### src/rtl/add_mul_stage_ctrl.sv
// Stage sequencer for one add_mul_block tile: accepts a stage command, holds the tile
// configuration, counts source beats, drains result beats and reports a status pulse.
module add_mul_stage_ctrl #(
  parameter int DATA_NUM  = 192,
  parameter int CNT_W     = 10,
  parameter int SETUP_CYC = 2,
  parameter int TIMEOUT   = 1024
) (
  input  logic       clk,
  input  logic       rst,
  input  logic       cmd_valid,
  output logic       cmd_ready,
  input  logic [1:0] cmd_mode,
  input  logic [2:0] cmd_sel_a,
  input  logic [2:0] cmd_sel_b,
  input  logic [1:0] cmd_out_dir,
  input  logic       abort,
  input  logic       src_tvalid,
  input  logic       res_tvalid,
  output logic       stage_start,
  output logic [2:0] block_en,
  output logic [2:0] input_sel_a,
  output logic [2:0] input_sel_b,
  output logic [2:0] add_output_sel,
  output logic [2:0] mul_output_sel,
  output logic       busy,
  output logic       done,
  output logic [1:0] done_status
);

  localparam int TMO_W = $clog2(TIMEOUT + 1);
  localparam int SET_W = (SETUP_CYC > 1) ? $clog2(SETUP_CYC) : 1;

  localparam logic [1:0] MODE_ADD   = 2'd0;
  localparam logic [1:0] MODE_MUL   = 2'd1;
  localparam logic [1:0] MODE_SELF1 = 2'd2;
  localparam logic [1:0] MODE_SELF2 = 2'd3;

  localparam logic [1:0] ST_OK      = 2'b00;
  localparam logic [1:0] ST_TIMEOUT = 2'b01;
  localparam logic [1:0] ST_ABORT   = 2'b10;
  localparam logic [1:0] ST_CFG     = 2'b11;

  typedef enum logic [2:0] {
    S_IDLE,
    S_SETUP,
    S_RUN,
    S_DRAIN,
    S_DONE
  } state_t;

  function automatic logic is_onehot3(input logic [2:0] v);
    return (v == 3'b001) || (v == 3'b010) || (v == 3'b100);
  endfunction

  function automatic logic cfg_invalid(input logic [1:0] mode, input logic [2:0] sa,
                                       input logic [2:0] sb, input logic [1:0] od);
    logic routed;
    routed = (mode == MODE_ADD) || (mode == MODE_MUL);
    return (od == 2'b00) || (routed && (!is_onehot3(sa) || !is_onehot3(sb)));
  endfunction

  function automatic logic [CNT_W-1:0] sat_inc(input logic [CNT_W-1:0] c, input logic inc);
    if (inc && (c != CNT_W'(DATA_NUM)))
      return c + CNT_W'(1);
    return c;
  endfunction

  state_t             state, state_d;
  logic [1:0]         status_d;
  logic [SET_W-1:0]   setup_cnt, setup_cnt_d;
  logic [CNT_W-1:0]   in_cnt, in_cnt_d;
  logic [CNT_W-1:0]   out_cnt, out_cnt_d, out_nxt;
  logic [TMO_W-1:0]   tmo_cnt, tmo_cnt_d, tmo_nxt;
  logic               take;

  logic [1:0]         mode_p0;
  logic [2:0]         sel_a_p0;
  logic [2:0]         sel_b_p0;
  logic [1:0]         out_dir_p0;
  logic               cfg_err_p0;

  logic [1:0]         mode_e;
  logic [2:0]         sel_a_e;
  logic [2:0]         sel_b_e;
  logic [1:0]         out_dir_e;
  logic               err_e;
  logic               cfg_hold;
  logic [2:0]         be_d, ia_d, ib_d, ao_d, mo_d;

  assign take = (state == S_IDLE) && cmd_valid && cmd_ready;

  // p0: command fields captured on the handshake; data only, no reset
  always_ff @(posedge clk) begin
    if (take) begin
      mode_p0    <= cmd_mode;
      sel_a_p0   <= cmd_sel_a;
      sel_b_p0   <= cmd_sel_b;
      out_dir_p0 <= cmd_out_dir;
      cfg_err_p0 <= cfg_invalid(cmd_mode, cmd_sel_a, cmd_sel_b, cmd_out_dir);
    end
  end

  always_comb begin
    state_d     = state;
    status_d    = ST_OK;
    setup_cnt_d = setup_cnt;
    in_cnt_d    = in_cnt;
    out_cnt_d   = out_cnt;
    tmo_cnt_d   = tmo_cnt;
    out_nxt     = sat_inc(out_cnt, res_tvalid);
    tmo_nxt     = tmo_cnt + TMO_W'(1);
    unique case (state)
      S_IDLE: begin
        if (take) begin
          state_d     = S_SETUP;
          setup_cnt_d = '0;
        end
      end
      S_SETUP: begin
        setup_cnt_d = setup_cnt + SET_W'(1);
        // A bad command spends one cycle here so its done lands like a normal decode would
        if (abort) begin
          state_d  = S_DONE;
          status_d = ST_ABORT;
        end else if (cfg_err_p0) begin
          state_d  = S_DONE;
          status_d = ST_CFG;
        end else if (setup_cnt == SET_W'(SETUP_CYC - 1)) begin
          state_d = S_RUN;
        end
      end
      S_RUN: begin
        out_cnt_d = out_nxt;
        tmo_cnt_d = '0;
        if (src_tvalid)
          in_cnt_d = in_cnt + CNT_W'(1);
        if (abort) begin
          state_d  = S_DONE;
          status_d = ST_ABORT;
        end else if (src_tvalid && (in_cnt == CNT_W'(DATA_NUM - 1))) begin
          state_d = S_DRAIN;
        end
      end
      S_DRAIN: begin
        out_cnt_d = out_nxt;
        tmo_cnt_d = res_tvalid ? '0 : tmo_nxt;
        if (abort) begin
          state_d  = S_DONE;
          status_d = ST_ABORT;
        end else if (out_nxt == CNT_W'(DATA_NUM)) begin
          state_d  = S_DONE;
          status_d = ST_OK;
        end else if (!res_tvalid && (tmo_nxt == TMO_W'(TIMEOUT - 1))) begin
          state_d  = S_DONE;
          status_d = ST_TIMEOUT;
        end
      end
      S_DONE: begin
        state_d = S_IDLE;
      end
      default: begin
        state_d = S_IDLE;
      end
    endcase
    if ((state_d == S_DONE) || (state_d == S_IDLE)) begin
      in_cnt_d  = '0;
      out_cnt_d = '0;
      tmo_cnt_d = '0;
    end
  end

  // Config decode looks at the live command on the handshake cycle, the latched copy afterwards
  always_comb begin
    mode_e    = take ? cmd_mode    : mode_p0;
    sel_a_e   = take ? cmd_sel_a   : sel_a_p0;
    sel_b_e   = take ? cmd_sel_b   : sel_b_p0;
    out_dir_e = take ? cmd_out_dir : out_dir_p0;
    err_e     = take ? cfg_invalid(cmd_mode, cmd_sel_a, cmd_sel_b, cmd_out_dir) : cfg_err_p0;
    cfg_hold  = ((state_d == S_SETUP) || (state_d == S_RUN) || (state_d == S_DRAIN)) && !err_e;
    be_d = '0;
    ia_d = '0;
    ib_d = '0;
    ao_d = '0;
    mo_d = '0;
    if (cfg_hold) begin
      case (mode_e)
        MODE_ADD: begin
          be_d = 3'b001;
          ia_d = sel_a_e;
          ib_d = sel_b_e;
          ao_d = {1'b0, out_dir_e};
        end
        MODE_MUL: begin
          be_d = 3'b001;
          ia_d = sel_a_e;
          ib_d = sel_b_e;
          mo_d = {1'b0, out_dir_e};
        end
        MODE_SELF1: begin
          be_d = 3'b010;
          ao_d = {1'b0, out_dir_e};
        end
        MODE_SELF2: begin
          be_d = 3'b100;
          ao_d = {1'b0, out_dir_e};
        end
      endcase
    end
  end

  // Control state and registered outputs
  always_ff @(posedge clk) begin
    if (rst) begin
      state          <= S_IDLE;
      setup_cnt      <= '0;
      in_cnt         <= '0;
      out_cnt        <= '0;
      tmo_cnt        <= '0;
      cmd_ready      <= 1'b0;
      busy           <= 1'b0;
      done           <= 1'b0;
      done_status    <= ST_OK;
      stage_start    <= 1'b0;
      block_en       <= '0;
      input_sel_a    <= '0;
      input_sel_b    <= '0;
      add_output_sel <= '0;
      mul_output_sel <= '0;
    end else begin
      state          <= state_d;
      setup_cnt      <= setup_cnt_d;
      in_cnt         <= in_cnt_d;
      out_cnt        <= out_cnt_d;
      tmo_cnt        <= tmo_cnt_d;
      cmd_ready      <= (state_d == S_IDLE);
      busy           <= (state_d != S_IDLE);
      done           <= (state_d == S_DONE);
      done_status    <= status_d;
      stage_start    <= (state_d == S_RUN) || (state_d == S_DRAIN);
      block_en       <= be_d;
      input_sel_a    <= ia_d;
      input_sel_b    <= ib_d;
      add_output_sel <= ao_d;
      mul_output_sel <= mo_d;
    end
  end

endmodule
### config.mk
export PLATFORM = sky130hd
export DESIGN_NAME = add_mul_stage_ctrl
export DESIGN_NICKNAME = d
export VERILOG_FILES = /design/src/rtl/add_mul_stage_ctrl.sv
export SDC_FILE = /design/constraint.sdc
export NUM_CORES = 1
export LEC_CHECK = 0
export ABC_CLOCK_PERIOD_IN_PS = 2020
export BUFFER_PORTS_ARGS = -buffer_cell sky130_fd_sc_hd__clkbuf_2
export CORE_UTILIZATION = 52
export CTS_CLUSTER_DIAMETER = 150
export CTS_CLUSTER_SIZE = 24
export DETAILED_ROUTE_END_ITERATION = 8
export PLACE_DENSITY = 0.75
export SLEW_MARGIN = 20
export SYNTH_ARGS = -nofsm -noshare
export SYNTH_HDL_FRONTEND = slang
export SYNTH_SLANG_ARGS = --single-unit
export TNS_END_PERCENT = 20
### constraint.sdc
create_clock -name clk -period 2.02 [get_ports clk]
set_input_delay 0.202 -clock clk [delete_from_list [all_inputs] [get_ports clk]]
set_output_delay 0.202 -clock clk [all_outputs]
set_load 0.02 [all_outputs]
==> reports/qor.yml <==
outcome:
  status: "complete, but fails checks"
  violations: "setup timing"
critical_path:
  critPathArrivalTime_ns: 2.34
  worstPathMaxFanout: 11
  required_ns: 2.29
  end_kind: "flop"
  critical_path_class: "reg -> reg"
  critPathLaunchType: "flop"
floorplan:
  die_y_um: 80.82
  rows: 28
  chipWidth_um: 80.82
  coreArea_sq_um: 5956
  die_area_sq_um: 6532
  start_util_pct: 54.24
  io_pins: 37
cells_and_area:
  final_nets: 435
  instances_no_fill: 494
  areaGrowthSynthToFinish_pct: 27.85
  diodes: 0
  final_common_cell: "dfxtp_1"
  final_area_sq_um: 4130
  layout_common_cells: "dfxtp_1, buf_4, clkbuf_2, nand2_1, nor3_1"
  final_layout_size_suffix_gt1_share_pct: 37.95
route:
  vias: 2765
  dr.pass1.iters: 4
  routed_wl_um: 7477
  post_drt_wl_per_cell_um: 15.14
  vias_per_cell: 5.597
  antenna_left: 0
  drc_errors: 0
  drtIter0Drc: 125
clocking:
  clock_sinks: 65
  cts_tree: "yes"
  htreeDepth: 3
  worstSkewPairLatency_ns: 0.35
  clk_path_buf_depth: 2
  cts_root_buf: "clkbuf_8"
  cts.clk_slew.worst_paths_ns: 0.08
  hold_buffers: 0
  cts_buffers: 9
logic_synthesis:
  synth_top_area_share_pct: 40.28
  synthCells: 346
  ys_seq_area_share_pct: 40.28
  synthTopCellsByArea: "dfxtp_1, nor3_1, xor2_1, xnor2_1, nand2_1"
  netlist_area_sq_um: 3231
  ys_ff_latch: 65
  ys_warn_count: 0
  synth.distinct_cells: 59
  synthArstFlopShare_pct: 0
  yosysTopAreaCell: "dfxtp_1"
  synth_ff_type: "dfxtp_1"
  synth-edff-count: 0
  syn_area_per_cell_sq_um: 9.337
global_route:
  met1_usage_pct: 28.23
  grt_max_degree: 42
  antenna_found_initial: 0
  grt_use_met2_pct: 42.69
  use_met3_pct: 8.764
  busiest_layer: "met2"
  grt_pass1_wl_um: 12170
  gr-usage-all-layers_pct: 24.71
  grt_overflow: 0
  grt_pass1_vias: 2623
sta:
  clock.fmax_mhz: 483.5
  hold_viol: 0
  layout_setup_ws_ns: -0.04824
  setup-violations-final: 14
  slew_headroom_pct: 56.92
  min_period_over_period_pct: 102.4
  fin_crit_ns: 2.068
  rsz0062_at_grt: "true"
  fin_skew_ns: 0.007445
  tightest_slew_ns: 0.6463
  tns_ns: -0.1458
  finalMaxSlewViolations: 0
job:
  drv_cap: 0
power_and_ir_drop:
  powerDensity_nw_per_um2: 712.2
  irDropWorstVdd_mv: 0.5821
  p_leak_nw: 1.592
placement:
  place_congestion: 0.8431
  dpl_worst_slack_ns: -0.1185
  dp_cells: 478
  io_buffers: 34
  hpwl_um: 4962
  placed_area_sq_um: 3729
worst_hold_path:
  worstHoldPathType: "in -> reg"
## stage by stage
stage                     hold slack, ns  util [%]  total power, mW
after floorplan                   0.3643         -            1.658
after global placement            0.4584     62.61            1.751
after detailed placement          0.4643     62.61            1.764
after CTS                         0.1090     68.59            2.969
after global routing              0.1121     69.35            3.059
final                             0.1204     69.35            2.941
## flip-flops by register name, indices dropped and copies added (netlist names), 3 cells and up
register and count:
sel_b_p0 3, input_sel_a 3, tmo_cnt 11, state 3, block_en 3, in_cnt 10
sel_a_p0 3, out_cnt 10, input_sel_b 3
## synthesized netlist by cell type (6+ instances only)
| cell type | n |
|---|---|
| mux2i_1 | 6 |
| buf_4 | 6 |
| mux2_2 | 8 |
| a21oi_1 | 12 |
| nand2_1 | 25 |
| clkbuf_1 | 9 |
| o21ai_0 | 12 |
| nand3_1 | 13 |
| nor2_1 | 19 |
| dfxtp_1 | 65 |
| nor3_2 | 9 |
| xnor2_1 | 11 |
| xor2_1 | 12 |
| nor3_1 | 36 |
| inv_1 | 9 |
## path summary, 6_finish.rpt
kind | from | to | slack [ns] | cells after the start
worst max-delay path | out_cnt[0] | tmo_cnt[5] | -0.05 | 9
worst min-delay path | cmd_sel_a[1] | sel_a_p0[1] | 0.12 | 2
worst max register to register | out_cnt[0] | tmo_cnt[5] | -0.05 | 9
worst min register to register | sel_b_p0[1] | sel_b_p0[1] | 0.48 | 1
## area by class of cell
class | count | area, sq um
Clock buffer | 9 | 123.9
Timing Repair Buffer | 81 | 555.5
Multi-Input combinational cell | 248 | 1928
Clock inverter | 7 | 83.83
Inverter | 9 | 33.78
Sequential cell | 65 | 1311
Tap cell | 75 | 93.84
Fill cell | 466 | 1826
## power breakdown
part	leakage, nW	internal [mW]	switching, mW
logic	0.958	0.152	0.233
registers	0.531	1.36	0.0285
clock network	0.103	0.595	0.574
## layer usage
metal / routed length [um] / part of all wire [%]
met2: 3920 / 52
met3: 343 / 4.6
met4: 70 / 0.94
met5: 0 / 0
met1: 3143 / 42
## cells by family after synthesis
family | count (synthesis) | share of synthesized area, %
AND/OR/NAND/NOR | 151 | 28.78
flip-flops | 65 | 40.28
AO/OA/AOI/OAI | 51 | 11.04
buffers and inverters | 34 | 6.003
XOR/XNOR | 24 | 6.739
multiplexers | 15 | 5.112
adder cells (fa/ha/maj) | 5 | 1.936
other | 1 | 0.1161
## critical path, stage by stage (launching register included)
cell and delay [ns]:
dfxtp_4 0.38, inv_2 0.04, ha_1 0.18, nor4bb_4 0.15
a31oi_2 0.25, mux2_4 0.34, nand4_4 0.13, a31oi_4 0.12
buf_6 0.19, a211oi_2 0.20
## repair_timing
action	CTS	global route
setup buffers	2	1
endpoints found under the setup margin	50	51
cloned	1	0
pin swaps	11	11
resized for setup	22	22
No activity file was read; power rests on OpenSTA's default activity.
